--- src/rtl/ysyx_25060170_ifu_pkg.sv ---
// Shared types and constants for the instruction fetch unit.
// Holds the fetch FSM state encoding and PC constants.
package ysyx_25060170_ifu_pkg;

    typedef enum logic [1:0] {
        S_IDLE = 2'd0,
        S_REQ  = 2'd1,
        S_WAIT = 2'd2,
        S_OUT  = 2'd3
    } ifu_state_e;

    localparam logic [31:0] RESET_PC_DEF = 32'h8000_0000;
    localparam logic [31:0] INST_BYTES   = 32'd4;

endpackage

--- src/rtl/ysyx_25060170_pc_reg.sv ---
// Program counter register with next-PC selection.
// Redirect beats sequential advance; otherwise the PC holds.
module ysyx_25060170_pc_reg
    import ysyx_25060170_ifu_pkg::*;
#(
    parameter logic [31:0] RESET_PC = RESET_PC_DEF
) (
    input  logic        clk,
    input  logic        rst,
    input  logic        active,
    input  logic        advance,
    input  logic        redirect_valid,
    input  logic [31:0] redirect_pc,
    output logic [31:0] pc
);

    logic unused_bit0;
    assign unused_bit0 = redirect_pc[0];

    // PC update: redirect target, then pc+4, else hold
    always_ff @(posedge clk or posedge rst) begin
        if (rst) begin
            pc <= RESET_PC;
        end else if (active && redirect_valid) begin
            pc <= {redirect_pc[31:1], 1'b0};
        end else if (advance) begin
            pc <= pc + INST_BYTES;
        end
    end

endmodule

--- src/rtl/ysyx_25060170_ifu.sv ---
// Instruction fetch unit: one outstanding imem read at a time,
// presents the fetched word to the decoder, squashes on redirect.
module ysyx_25060170_ifu
    import ysyx_25060170_ifu_pkg::*;
#(
    parameter logic [31:0] RESET_PC = RESET_PC_DEF
) (
    input  logic        clk,
    input  logic        rst,
    output logic        imem_arvalid,
    output logic [31:0] imem_araddr,
    input  logic        imem_arready,
    input  logic        imem_rvalid,
    input  logic [31:0] imem_rdata,
    output logic        imem_rready,
    output logic        inst_valid_o,
    input  logic        inst_ready_i,
    output logic [31:0] pc_o,
    output logic [31:0] inst_o,
    input  logic        redirect_valid_i,
    input  logic [31:0] redirect_pc_i
);

    ifu_state_e  state, state_d;
    logic        flush, flush_d;
    logic        inst_we;
    logic        advance;
    logic        active;
    logic [31:0] pc;
    logic [31:0] inst_q;

    assign active = (state != S_IDLE);

    ysyx_25060170_pc_reg #(
        .RESET_PC (RESET_PC)
    ) u_pc_reg (
        .clk            (clk),
        .rst            (rst),
        .active         (active),
        .advance        (advance),
        .redirect_valid (redirect_valid_i),
        .redirect_pc    (redirect_pc_i),
        .pc             (pc)
    );

    // State, flush flag and instruction register
    always_ff @(posedge clk or posedge rst) begin
        if (rst) begin
            state  <= S_IDLE;
            flush  <= 1'b0;
            inst_q <= 32'd0;
        end else begin
            state <= state_d;
            flush <= flush_d;
            if (inst_we) begin
                inst_q <= imem_rdata;
            end
        end
    end

    // Next state and handshake outputs
    always_comb begin
        state_d      = state;
        flush_d      = flush;
        inst_we      = 1'b0;
        advance      = 1'b0;
        imem_arvalid = 1'b0;
        imem_rready  = 1'b0;
        inst_valid_o = 1'b0;
        unique case (state)
            S_IDLE: begin
                state_d = S_REQ;
            end
            S_REQ: begin
                imem_arvalid = 1'b1;
                if (imem_arready) begin
                    state_d = S_WAIT;
                    flush_d = redirect_valid_i;
                end
            end
            S_WAIT: begin
                imem_rready = 1'b1;
                if (imem_rvalid) begin
                    if (flush || redirect_valid_i) begin
                        state_d = S_REQ;
                        flush_d = 1'b0;
                    end else begin
                        inst_we = 1'b1;
                        state_d = S_OUT;
                    end
                end else if (redirect_valid_i) begin
                    flush_d = 1'b1;
                end
            end
            S_OUT: begin
                inst_valid_o = 1'b1;
                advance      = inst_ready_i;
                if (redirect_valid_i || inst_ready_i) begin
                    state_d = S_REQ;
                end
            end
            default: begin
                state_d = S_IDLE;
            end
        endcase
    end

    assign imem_araddr = pc;
    assign pc_o        = pc;
    assign inst_o      = inst_q;

endmodule

--- config.mk ---
export PLATFORM = sky130hd
export DESIGN_NAME = ysyx_25060170_ifu
export DESIGN_NICKNAME = d
export VERILOG_FILES = /design/src/rtl/ysyx_25060170_ifu_pkg.sv /design/src/rtl/ysyx_25060170_pc_reg.sv /design/src/rtl/ysyx_25060170_ifu.sv
export SDC_FILE = /design/constraint.sdc
export NUM_CORES = 1
export LEC_CHECK = 0
export BUFFER_PORTS_ARGS = -buffer_cell sky130_fd_sc_hd__buf_2
export CAP_MARGIN = 10
export CORE_ASPECT_RATIO = 1.1
export CORE_MARGIN = 1.5
export CORE_UTILIZATION = 42
export CTS_CLUSTER_SIZE = 20
export DETAILED_ROUTE_END_ITERATION = 6
export PLACE_DENSITY = 0.86
export SYNTH_ARGS = -nofsm -noshare
export SYNTH_HDL_FRONTEND = slang
export SYNTH_SLANG_ARGS = --single-unit
--- constraint.sdc ---
create_clock -name clk -period 2.1 [get_ports clk]
set_input_delay 0.42 -clock clk [delete_from_list [all_inputs] [get_ports clk]]
set_output_delay 0.42 -clock clk [all_outputs]
set_load 0.02 [all_outputs]
==> impl_metrics.ini <==
[die]
io_pins = 169
core_area_um2 = 8000
dieArea_um2 = 8860
die_w_um = 89.9
fp-row-count = 34
start_util_pct = 43.6
dieHeight_um = 98.6

[synthesis]
netlist_instances = 333
synth_flop_cell = dfrtp_1
synth.distinct_cells = 41
synth.area.top_cells = dfrtp_1 (47%), mux2_2 (10%), buf_4 (7.3%), o21ai_0 (3.2%), nand2_1 (3.0%)
ys_ff_latch = 66
yosysWarnings = 0
synth_top_area_cell = dfrtp_1
ys_seq_area_share_pct = 47.4
synth_async_sr_flop_share_pct = 100
yosys.cell_count.top_type = dfrtp_1
netlist_area_um2 = 3490
synth_edf_count = 0
synth_top_area_share_pct = 46.7
syn-mean-instance-area_um2 = 10.5
synth_top_cells_by_count = dfrtp_1 (65), buf_4 (34), mux2_2 (32)

[timing]
hold_viol = 0
drv_slew = 0
setup_slack_ns = 0.0637
fmax_mhz = 491
finClkSkew_ns = 0.0109
post-route-period-util_pct = 97.0
setup-violations-final = 0
fin_hold_ws_ns = 0.0686
fin_crit_ns = 2.04

[min_path]
min_path_type = input port to async pin

[power]
p_leak_nw = 2.25
powerDensity_nw_per_um2 = 1660
power_mw = 7.80
ir_drop_v = 0.000895

[worst_setup_path]
crit_start = state[0]$_DFFE_PP0P_
path_delay_family = simple AND/OR/NAND/NOR gates
cp-endpoint = u_pc_reg.pc[29]$_DFFE_PP0P_
cp_num_buf_inv = 1
r2r_end = u_pc_reg.pc[29]$_DFFE_PP0P_
crit_path_end_kind = flip-flop
arrival_ns = 2.29
cp.depth = 6
critPathRequiredTime_ns = 2.36
cpMaxStageDelayCell = or4_4
worstPathCellList = ha_4 -> nand4_4 -> buf_6 -> or4_4 -> or4_1 -> a31oi_1
cp-start-kind = flip-flop
path_max_fanout = 6
r2r_start = state[0]$_DFFE_PP0P_
rrSetupSlack_ns = 0.06
slowest_delay_ns = 0.53
r2r_cells = 6
worstSetupPathType = flip-flop to flip-flop

[finish]
fin_util_pct = 58.9
fin_area_um2 = 4710
insertedDiodeCount = 0
fillers = 726
multi_input_area_um2 = 1500
final_nets = 570
drive_above_1_share_pct = 53.5
area_growth_pct = 35.1
seqCellArea_um2 = 1660

[cts]
cts_max_level = 3
cts_made_buffers = 9
clock_path_buffers = 2
postCtsHoldBufs = 0
cts_tree = done
cts_sinks = 66
cts-root-buf = clkbuf_8
clk_pin_slew_ns = 0.08
insertion_delay_ns = 0.33

[global_routing]
grt_max_degree = 36
grt_pass1_wl_mm = 14.0
overflow = 0
grt_pass1_vias = 2974
grt_util_all_layers_pct = 19.3
antenna_found_initial = 0

[route]
drc_errors = 0
drtPass1Iterations = 6
wl_mm = 8.88
postRouteAntennaNets = 0
wl_per_cell_um = 14.6
drtIter0Drc = 99
vias_per_cell = 5.04
vias = 3058

[placement]
hpwlAfterDp_mm = 6.31
gp_congestion = 0.835
pre_cts_ws_ns = -0.106
portBuffers = 165
place_area_um2 = 4320

[run_status]
run_status = finished, final reports clean

[run]
maxCapViolations = 0
==> logic make-up after synthesis <==
family	synth area share (%)
adders and majority gates	2.15
buffers and inverters	11.2
and+or+nand+nor	15.9
other	0.108
muxes	11.2
AOI/OAI and AO/OA	8.69
DFF	47.4
xor gates and xnor gates	3.27
==> report_power, final <==
group | internal (mW) | switching (mW) | leakage, nW
sequential | 1.91 | 0.534 | 0.791
clock | 0.946 | 0.505 | 0.137
combinational | 1.52 | 2.38 | 1.32
==> flip-flops by register name (all words and copies together) (netlist names) <==
| signal | count |
|---|---|
| u_pc_reg.pc | 31 |
| inst_o | 32 |
| state | 2 |
| flush | 1 |
==> worst reg2reg max path, stage by stage (launching register included) <==
cell and delay, ns:
dfrtp_1 0.40, ha_4 0.18, nand4_4 0.11, buf_6 0.14, or4_4 0.53, or4_1 0.42
a31oi_1 0.17
==> how the worst min path moves through the flow <==
stage	startpoint	endpoint	slack, ns	cells past startpoint
CTS	rst	inst_o[7]$_DFFE_PP0P_	0.07	2
detailed placement	rst	inst_o[10]$_DFFE_PP0P_	0.44	2
global route	rst	inst_o[24]$_DFFE_PP0P_	0.09	2
global placement	rst	inst_o[5]$_DFFE_PP0P_	0.43	2
floorplan	redirect_pc_i[1]	u_pc_reg.pc[1]$_DFFE_PP0P_	0.53	2
finish	rst	inst_o[7]$_DFFE_PP0P_	0.07	2
==> per-layer routing <==
metal | vias up | wire, µm | part of all wire (%) | GRT usage, %
met5 | - | 0 | 0 | 0
met4 | 0 | 127 | 1.4 | 8.06
met3 | 15 | 567 | 6.4 | 4.01
met2 | 124 | 4490 | 51 | 33.4
met1 | 1450 | 3700 | 42 | 23.6
li1 | 1469 | - | - | -
==> metrics by stage <==
step	instances	setup TNS (ns)
after floorplan	334	-1.08
after global placement	584	-0.334
after detailed placement	584	-0.607
after CTS	603	0
after global routing	607	-0.248
final	607	0
==> layout make-up <==
| class | instances | area share (%) |
|---|---|---|
| tap | 108 | 2.87 |
| sequential | 66 | 35.2 |
| timing repair buffer | 197 | 23.6 |
| inverter | 9 | 0.797 |
| clock buffer | 10 | 2.92 |
| multi-input combinational | 211 | 31.7 |
| clock inverter | 6 | 2.92 |
==> what timing repair did <==
action	4_1_cts	5_1_grt
pin swaps	4	5
setup endpoints to repair	12	46
resized for setup	4	10
setup buffers	3	3
cloned	0	2
==> cell usage in the layout (no fill, tap or decap), types with 2 or more instances in the layout <==
master and n:
buf_12 2, nand3_1 5, clkinv_4 2, buf_4 27
dfrtp_1 61, conb_1 2, xnor2_1 12, nand2b_1 2
bufinv_16 4, inv_1 8, clkbuf_8 10, or3_1 5
or2_2 2, mux2_2 32, nor4_1 4, o21ai_0 22
nand3_2 2, a31oi_1 15, o31ai_1 8, or4_1 9
or4_4 4, or3_2 3, mux2i_1 3, nand4_1 7
buf_2 166, a21oi_1 3, nand2_1 28, dfrtp_2 4
nor2_1 22, ha_1 5, nor3_1 3
Power figures use the tool's default switching activity.
